`src/rtl/counter_updn_mod.sv`:
```
// counter_updn_mod: modulo up/down counter with programmable modulus,
// synchronous load (clamped to the modulus), wrap/saturate mode, a
// combinational terminal-count flag and a registered wrap pulse.
// Optional feature macro: COUNTER_UPDN_WRAPCNT_EN adds the saturating
// wrap-event counter output wrap_cnt (WRAP_W bits).
module counter_updn_mod #(
    parameter int WIDTH  = 6,
    parameter int WRAP_W = 8
) (
    input  logic              clk50m,
    input  logic              rst,
    input  logic              en,
    input  logic              down,
    input  logic              load,
    input  logic [WIDTH-1:0]  load_val,
    input  logic [WIDTH-1:0]  mod_val,
    input  logic              sat,
    output logic [WIDTH-1:0]  cnt,
    output logic              tc,
    output logic              wrap
`ifdef COUNTER_UPDN_WRAPCNT_EN
    ,
    output logic [WRAP_W-1:0] wrap_cnt
`endif
);

    // Reject parameter values outside the supported range at elaboration.
    if (WIDTH < 2 || WIDTH > 32 || WRAP_W < 1) begin : g_param_check
        $error("counter_updn_mod: WIDTH must be 2..32 and WRAP_W >= 1");
    end

    logic [WIDTH-1:0] cnt_q;
    logic [WIDTH-1:0] cnt_d;
    logic             wrap_q;
    logic             wrap_d;

    // Next count and wrap pulse: load beats enable, enable beats hold.
    // All comparisons are WIDTH-bit unsigned, so mod_val = all-ones gives
    // plain binary wrap with no carry out.
    always_comb begin
        cnt_d  = cnt_q;
        wrap_d = 1'b0;
        if (load) begin
            cnt_d = (load_val > mod_val) ? mod_val : load_val;
        end else if (en) begin
            if (!down) begin
                if (cnt_q < mod_val) begin
                    cnt_d = cnt_q + WIDTH'(1);
                end else begin
                    // At or above the bound (the latter after mod_val was lowered).
                    cnt_d  = sat ? mod_val : '0;
                    wrap_d = 1'b1;
                end
            end else begin
                if (cnt_q > mod_val) begin
                    // Modulus lowered under the count: snap to the bound, no event.
                    cnt_d = mod_val;
                end else if (cnt_q != '0) begin
                    cnt_d = cnt_q - WIDTH'(1);
                end else begin
                    cnt_d  = sat ? '0 : mod_val;
                    wrap_d = 1'b1;
                end
            end
        end
    end

    // Count and wrap-pulse registers.
    always_ff @(posedge clk50m or posedge rst) begin
        if (rst) begin
            cnt_q  <= '0;
            wrap_q <= 1'b0;
        end else begin
            cnt_q  <= cnt_d;
            wrap_q <= wrap_d;
        end
    end

    // Terminal count: the enabled step about to be taken will hit the boundary.
    always_comb begin
        tc = 1'b0;
        if (en && !load) begin
            tc = down ? (cnt_q == '0) : (cnt_q >= mod_val);
        end
    end

    assign cnt  = cnt_q;
    assign wrap = wrap_q;

`ifdef COUNTER_UPDN_WRAPCNT_EN
    logic [WRAP_W-1:0] wrap_cnt_q;
    logic [WRAP_W-1:0] wrap_cnt_d;

    // Wrap-event count: cleared by load, bumps on each wrap event, sticks at max.
    always_comb begin
        wrap_cnt_d = wrap_cnt_q;
        if (load) begin
            wrap_cnt_d = '0;
        end else if (wrap_d && (wrap_cnt_q != {WRAP_W{1'b1}})) begin
            wrap_cnt_d = wrap_cnt_q + WRAP_W'(1);
        end
    end

    // Wrap-event count register.
    always_ff @(posedge clk50m or posedge rst) begin
        if (rst) begin
            wrap_cnt_q <= '0;
        end else begin
            wrap_cnt_q <= wrap_cnt_d;
        end
    end

    assign wrap_cnt = wrap_cnt_q;
`endif

endmodule

```
`config.mk`:
```
export PLATFORM = sky130hd
export DESIGN_NAME = counter_updn_mod
export DESIGN_NICKNAME = d
export VERILOG_FILES = /design/src/rtl/counter_updn_mod.sv
export SDC_FILE = /design/constraint.sdc
export NUM_CORES = 1
export LEC_CHECK = 0
export CAP_MARGIN = 5
export CORE_MARGIN = 4
export CORE_UTILIZATION = 30
export DETAILED_ROUTE_END_ITERATION = 8
export PLACE_DENSITY = 0.51
export SYNTH_ARGS = -nofsm -noshare
export SYNTH_HDL_FRONTEND = slang
export SYNTH_SLANG_ARGS = --single-unit
```
`constraint.sdc`:
```
create_clock -name clk50m -period 2.4 [get_ports clk50m]
set_input_delay 0.6 -clock clk50m [delete_from_list [all_inputs] [get_ports clk50m]]
set_output_delay 0.6 -clock clk50m [all_outputs]
set_load 0.05 [all_outputs]
```
# Yosys cells after proc, flatten, opt, wreduce, memory -nomap -nowiden
# Index checks and enable logic that the tools add are counted.
word_totals:
  reg_bits: 7
op_classes:
  reduce_logical: 5
  magnitude_cmp: 4
  add_sub_neg: 2
  mux: 17
ops:
  columns: ["cell", "n"]
  rows:
  - ["2-to-1 mux 6 bit", 9]
  - ["greater-than comparator 6 bit", 2]
  - ["2-to-1 mux 1 bit", 8]
  - ["adder 6 x 1 -> 6 bit, second input constant", 1]
  - [">= comparator 6 bit", 1]
  - ["zero test 6 bit", 1]
  - ["less-than comparator 6 bit", 1]
  - ["nonzero test 6 bit", 1]
  - ["subtractor 6 x 1 -> 6 bit, second input constant", 1]
  - ["nonzero test 2 bit", 1]
  - ["logical AND 1 bit", 1]
  - ["zero test 1 bit", 1]

# Logic depth before layout (Yosys ltp)
logic_depth:
  ltp_word: 6
  depth_mapped: 9

# Worst setup path after synthesis
# OpenSTA, ideal clock, no wires.
synth_timing:
  path_kind: "register to output"
  start: "register cnt_q[0], in the netlist cnt[0]"
  end: "output port tc"
  stages_incl_launch_ff: 9
  n_path_buf: 1
  t_required_ns: 1.800
  path_slack_ns: -1.141
  arrival_time_ns: 2.941
  cell_sequence: "dfrtp_1 -> inv_1 -> ha_1 -> and2b_2 -> o21bai_4 -> nand3_2 -> buf_2 -> nor3_1 -> a211oi_1"
synth_via:
  elab_chain_cells: 3
  word_cells_on_any_way: 4
  classes_between: "1 x order compare; 2 x mux; 1 x reduce/logical"
synth_rtl:
  columns: ["item", "line", "source"]
  rows:
  - ["start: declaration", "32", "logic [WIDTH-1:0] cnt_q;"]
  - ["start signal: assignment", "74", "cnt_q <= cnt_d;"]
  - [">= comparator 6 bit or zero test 6 bit (tied branches)", "83", "tc = down ? (cnt_q == '0) : (cnt_q >= mod_val);"]
  - ["2-to-1 mux 1 bit *", "83", null]
  - ["2-to-1 mux 1 bit *", "82", "if (en && !load) begin"]
  - ["end: declaration", "19", "output logic tc,"]
# Every way passes the cells marked *; elsewhere a longest branch is shown, timed or not.

# Worst setup path after layout
layout_timing:
  start: "input port mod_val[4]"
  end: "output port tc"
layout_via:
  elab_chain_cells: 3
layout_rtl:
  columns: ["item", "line", "source"]
  rows:
  - ["start: declaration", "16", "input logic [WIDTH-1:0] mod_val,"]
  - [">= comparator 6 bit", "83", null]
  - ["2-to-1 mux 1 bit", "83", null]
  - ["2-to-1 mux 1 bit", "82", null]
# Every way passes these cells.

==> impl_metrics.yaml <==
clock_network:
  cts_hold_buffers: 0
  tritoncts: "done"
  cts_sinks: 7
  htree_levels: 1
  cts_made_buffers: 3
  cts_root_buf: "clkbuf_8"
  worst_skew_pair.late_latency_ps: 230
  clockBufferDepth: 2
  clk_pin_slew_worst_paths_ps: 40
setup_path:
  path_buf_inv: 3
  cp_cell_sequence: "buf_8, inv_6, ha_4, nand4_1, o21bai_4, nand3_4, nor3_4, a211oi_4, buf_12"
  regToRegEndpoint: "cnt[3]$_DFFE_PP0P_"
  cp.arrival_ps: 1820
  slowest_stage: "ha_4"
  rr_startpoint: "cnt[2]$_DFFE_PP0P_"
  cp.required_ps: 1800
  critPathMaxStageDelay_ps: 250
  crit_type: "input pin to output pin"
  worst-path-stages: 9
  cp_top_family: "compound AO/OA/AOI/OAI gates"
  r2r_slack_ps: 120
  cp_max_fo: 2
  worst_setup_path_end_kind: "output pin"
  start_kind: "input pin"
  rr_worst_depth: 9
detailed_routing:
  antenna_left: 0
  vias: 1275
  wl_per_cell_um: 15.5
  drc: 0
  dr.pass1.iters: 4
  first_iter_violations: 28
  via_per_inst: 5.14
  drt_wl_total_um: 3840
final_layout:
  layout_common_cells: "41 x buf_4, 16 x clkdlybuf4s50_1, 9 x a21oi_1, 8 x nand2_1, 8 x o31ai_1"
  num_antenna_cells: 0
  finalNonFillerCells: 248
  final_common_cell: "buf_4"
  fin_nets: 234
  area_growth_pct: 72.1
  post-route-cell-area_um2: 1980
  drive_gt1_share_pct: 46.5
grt:
  grt_max_degree: 18
  grt_pass1_wl_um: 6460
  antenna_found_initial: 0
  grt_pass1_vias: 1343
  grt_overflow: 0
  grt.total_usage_pct: 16.2
sta:
  tightest_slew_ps: 503
  fin_worst_skew_ps: 6.77
  worst_slack_ps: -16.6
  setup_violations: 1
  finalCritPeriodShare_pct: 101
  maxSlewHeadroom_pct: 66.3
  hold_viol: 0
  max_freq_mhz: 414
  min_period_ps: 2420
  slew_viol_final: 0
  rsz0062_at_grt: "true"
logic_synthesis:
  synthArstFlopShare_pct: 100
  syn-num-nets: 168
  yosysWarnings: 0
  syn_inst: 135
  syn_avg_cell_area_um2: 8.54
  synth.distinct_cells: 43
  yosys_register_bits: 7
  yosys_most_used_dff: "dfrtp_1"
  synthesis.area_um2: 1150
  yosysSeqAreaShare_pct: 15.2
  synth-edff-count: 0
floorplan:
  num_io_pins: 26
  die_w_um: 70.0
  core_um2: 3690
  dieArea_um2: 4900
  row_count: 22
  initial_core_util_pct: 31.2
  die_height_um: 70.0
job:
  maxCapViolations: 0
placed_design:
  place_area_um2: 1780
  dpl.cell_count: 234
  place_congestion: 0.855
  port_buffers: 25
  place_hpwl_um: 3080
pwr:
  total_power_mw: 1.07
  power.density_nw_per_um2: 541
  leakagePower_nw: 0.851
  ir_drop_mv: 0.281
worst_hold_path:
  worstHoldPathType: "input pin to asynchronous set/reset pin"
status:
  status: "finished with violations"
  violations: "setup timing"
## metrics by stage
| step | util, % | hold WS (ps) | setup WS [ps] | setup TNS [ps] |
|---|---|---|---|---|
| floorplan | - | 403 | -143 | -143 |
| global placement | 48.2 | 790 | -510 | -3350 |
| detailed placement | 48.2 | 791 | -525 | -3530 |
| CTS | 53.0 | 601 | -56.1 | -56.1 |
| global route | 53.8 | 629 | -85.7 | -85.7 |
| finish | 53.8 | 600 | -16.6 | -16.6 |
## worst max path at each step
stage | endpoint | start | slack, ps
4_1_cts | tc | mod_val[5] | -60
3_3_place_gp | tc | mod_val[4] | -510
2_1_floorplan | tc | cnt[4]$_DFFE_PP0P_ | -140
3_5_place_dp | tc | mod_val[4] | -530
6_report | tc | mod_val[4] | -20
5_1_grt | tc | cnt[2]$_DFFE_PP0P_ | -90
## timing repair
| action | in CTS | in global routing |
|---|---|---|
| buffers inserted | 10 | 0 |
| pin swaps | 9 | 5 |
| endpoints found under the setup margin | 7 | 3 |
| resized for setup | 43 | 6 |
## where the power goes
part	switching, mW	internal [mW]
Combinational	0.381	0.358
Sequential	0.0272	0.142
Clock	0.0521	0.112
Total	0.460	0.612
## synth_stat cells, types with 2 or more instances
cell | instances | area [µm²]
clkbuf_4 | 2 | 15.0
a311oi_1 | 4 | 35.0
dfrtp_1 | 7 | 175
nand4_1 | 2 | 12.5
nor3_1 | 3 | 15.0
a211oi_1 | 2 | 15.0
o21ai_0 | 3 | 15.0
nand3_1 | 4 | 20.0
xnor2_1 | 3 | 26.3
nand3b_1 | 2 | 15.0
mux2i_1 | 6 | 60.1
xor2_1 | 5 | 43.8
buf_2 | 3 | 15.0
a21o_1 | 2 | 15.0
nand2_1 | 8 | 30.0
a21oi_1 | 11 | 55.1
inv_1 | 10 | 37.5
mux2_2 | 3 | 33.8
nor2_1 | 8 | 30.0
o21bai_4 | 2 | 37.5
nor3b_1 | 2 | 15.0
o31ai_1 | 8 | 60.1
ha_1 | 15 | 188
## logic make-up (layout without fill, tap and decap cells)
logic type      count (synthesis)  count (layout)  synth area share (%)
flops                           7               7                  15.2
buf+inv                        17              82                  7.38
compound gates                 42              42                  28.9
mux                             9               9                  8.14
xor+xnor                        8               8                  6.08
fa+ha+maj                      15              15                  16.3
simple gates                   37              37                  18.0
## sequential cells by signal, indices dropped and copies added (netlist names)
name,flops
cnt,6
wrap,1
## cell type report
class	count	area [µm²]
tap	48	60.1
clock inverter	1	5.00
sequential	7	183
multi-input combinational	111	1030
inverter	10	52.6
clock buffer	3	41.3
timing repair buffer	68	613
fill	348	1710
## metal layers
metal	wire length [µm]	global-route usage, %	up-vias
met2	1940	27.7	28
met5	0	0	-
met1	1710	21.1	605
met3	142	1.73	6
li1	-	-	636
met4	62	5.32	0
(Power assumes the default switching activity.)
==> RTL change 1: new RTL, config.mk and constraints unchanged <==
Register the output `cnt` once more; this adds one clock of latency there. The other outputs are not delayed to match.
--- a/src/rtl/counter_updn_mod.sv
+++ b/src/rtl/counter_updn_mod.sv
@@ -86,3 +86,5 @@
 
-    assign cnt  = cnt_q;
+    always_ff @(posedge clk50m) begin
+        cnt <= cnt_q;
+    end
     assign wrap = wrap_q;
Function: changed (Yosys sat finds a counterexample within 4 cycles, from zero or initial values and one cycle with rst high).
==> RTL change 1 against the unedited design <==
- the run still ends with setup timing left
- sequential cell count is 6 higher
- design area grew 5.9%
- final cell count grew 2.8%
- synthesized cell count increased by 4.4%
- power grew 12%
- synthesized area rose by 10%
- wire length increased by 1.0%
- worst hold slack got worse by 110 ps
- register-to-register slack improved by 30 ps
- count of clock-buffer cells in the layout increased by 1
- worst setup slack worse by 44 ps
- largest power group unchanged
- highest routed layer unchanged
==> RTL change 1: results <==
metrics = {
    "status": {
        "status": "finished with violations",
        "violations": "setup timing",
    },
    "sta": {
        "setup_tns_ps": -60.3,
        "relSlewSlack_pct": 66.8,
        "fin_skew_ps": 3.15,
        "setup_viol": 1,
        "setup_ws_ps": -60.3,
        "hold_slack_ps": 485,
    },
    "placed_design": {
        "gp_congestion": 0.866,
        "dp_hpwl_um": 3200,
        "dp_cells": 245,
    },
    "synthesis": {
        "netlist_instances": 141,
        "synthXorXnorAreaFrac_pct": 5.51,
        "muxShareOfSynthArea_pct": 7.37,
        "synth.area.top_cells": "ha_1 (15%), dfrtp_1 (14%), dfxtp_1 (9.4%), mux2i_1 (4.7%), o31ai_1 (4.7%)",
        "seq_area_frac_synth_pct": 23.2,
    },
    "final_layout": {
        "clock_area_share_pct": 2.14,
        "fillers": 383,
    },
    "power": {
        "p_total_mw": 1.20,
        "intPower_mw": 0.714,
        "power_frac_seq_pct": 24.0,
        "powerClk_mw": 0.199,
    },
    "global_route": {
        "grt_pass1_vias": 1350,
        "met3_usage_pct": 2.20,
    },
    "critical_path": {
        "reg2reg_setup_slack_ps": 150,
    },
    "clocking": {
        "clock_insertion_delay_worst_skew_ps": 250,
        "cts_setup_buffers": 5,
    },
    "detailed_routing": {
        "num_vias": 1323,
        "wl_met3_um": 203,
    },
    "floorplanning": {
        "tap_cells": 50,
    },
}
-- RTL change 1: cell count changes in the layout (fill, tap and decap cells not counted), moves of 2 or more --
cell,before,now
buf_8,3,1
dfrtp_1,1,5
dfrtp_2,6,2
dfxtp_1,0,6
dlymetal6s2s_1,1,3
-- RTL change 1: kinds of logic (layout without fill, tap and decap cells) --
kind of cell | Yosys count | count (layout)
fa+ha+maj | 15 | 15
buf+inv | 17 | 81
mux | 9 | 9
compound gates | 42 | 42
xor+xnor | 8 | 8
flops | 13 | 13
simple gates | 37 | 37
-- RTL change 1: worst min-delay path by stage --
stage	endpoint	cells after the start
final	cnt[2]	0
after floorplan	cnt_q[0]	1
after CTS	cnt[2]	0
after global placement	cnt[0]	1
after detailed placement	cnt[0]	1
after global routing	cnt[2]	0
-- RTL change 1: critical path: cells and delay by family --
family	cells	cell delay [ps]
buffers and inverters	3	290
adder cells (fa/ha/maj)	1	250
AND/OR/NAND/NOR	3	260
AO/OA/AOI/OAI	2	440
==> RTL change 2: new RTL, same flow settings <==
Without the edit above. Set the parameter `WIDTH` to 12 (it was 6).
--- a/src/rtl/counter_updn_mod.sv
+++ b/src/rtl/counter_updn_mod.sv
@@ -6,3 +6,3 @@
 module counter_updn_mod #(
-    parameter int WIDTH  = 6,
+    parameter int WIDTH  = 12,
     parameter int WRAP_W = 8
Interface: changed (resized cnt, load_val and mod_val); port bits go from 26 to 44. The function was not compared with the original's and may differ.
==> RTL change 2 against the unedited design <==
- the flow still finishes with violations (setup timing)
- critical path depth rose by 1
- sequential cell count rose by 6
- worst setup slack got worse by 420 ps
- register-to-register slack got worse by 230 ps
- combinational power rose by 110%
- power rose by 91%
- fmax fell by 15%
- via count rose by 120%
- synthesized area rose by 91%
- design area rose by 110%
- wire length rose by 140%
- critical path type unchanged
- largest power group unchanged
==> RTL change 2: results <==
metrics = {
    "final_layout": {
        "clock_area_share_pct": 1.10,
        "layout-drive-gt1-share_pct": 53.3,
        "fin_area_mm2": 0.00410,
        "design.seq.count": 13,
        "fillers": 635,
        "multi_input_gates": 241,
    },
    "synthesis": {
        "synth_compound_area_share_pct": 24.8,
        "muxShareOfSynthArea_pct": 6.88,
        "synth.area.top_cells": "ha_1 (15%), dfrtp_1 (15%), mux2_2 (4.6%), a21oi_1 (4.3%), nor2_1 (3.9%)",
        "synthAdderAreaFrac_pct": 15.3,
    },
    "power": {
        "p_leak_nw": 1.69,
        "clkPwrFrac_pct": 10.6,
        "powerClk_mw": 0.217,
        "powerSeq_mw": 0.311,
    },
    "detailed_routing": {
        "met2_length_um": 4720,
        "routed_wl_um": 9150,
        "firstDrtPassIters": 5,
        "routedLengthMet1_um": 3920,
        "viasPerCell": 5.36,
    },
    "global_route": {
        "met3_usage_pct": 2.72,
        "gr-usage-met1_pct": 25.8,
        "grtUsageTotal_pct": 20.6,
    },
    "critical_path": {
        "reg2regPathDepth": 10,
        "cp_data_arrival_time_ps": 2240,
        "max_stage_delay_ps": 370,
        "cp_slowest_cell": "or3_4",
        "crit_start": "mod_val[1]",
    },
    "clocking": {
        "path_clk_slew_ps": 60,
        "clock_insertion_delay_worst_skew_ps": 260,
    },
    "placed_design": {
        "dp_hpwl_um": 6960,
        "place_ws_ps": -916,
        "dpl_cell_area_mm2": 0.00341,
        "dp_cells": 498,
    },
    "sta": {
        "setup_tns_ps": -1230,
        "setup_viol": 13,
        "fin_skew_ps": 6.87,
        "setup_ws_ps": -438,
    },
    "status": {
        "status": "finished with violations",
        "violations": "setup timing",
    },
    "min_path": {
        "min_path_type": "input port to flip-flop",
    },
}
-- RTL change 2: cell types whose count changed after synthesis, sizes merged, moves of 11 or more --
cell,change
ha,+12
inv,+11
nand2,+14
nand3,+11
nor2,+15
o21ai,+15
-- RTL change 2: critical path, delay by kind of cell --
| family | cells | cell delay (ps) |
|---|---|---|
| and+or+nand+nor | 4 | 770 |
| buffers and inverters | 3 | 300 |
| adders and majority gates | 1 | 180 |
| AOI/OAI and AO/OA | 2 | 370 |
-- RTL change 2: repair_timing --
| item | in CTS | in global routing |
|---|---|---|
| hold buffers | 0 | 0 |
| endpoints found under the setup margin | 14 | 14 |
| buffers inserted | 19 | 7 |
| pin swaps | 36 | 40 |
| gates resized for setup | 96 | 74 |
-- RTL change 2: kinds of logic (layout without fill, tap and decap cells) --
logic type,after synthesis,after routing
AND/OR/NAND/NOR,107,107
AO/OA/AOI/OAI,81,81
flip-flops,13,13
multiplexers,14,14
buffers and inverters,40,172
adder cells (fa/ha/maj),27,27
XOR/XNOR,12,12
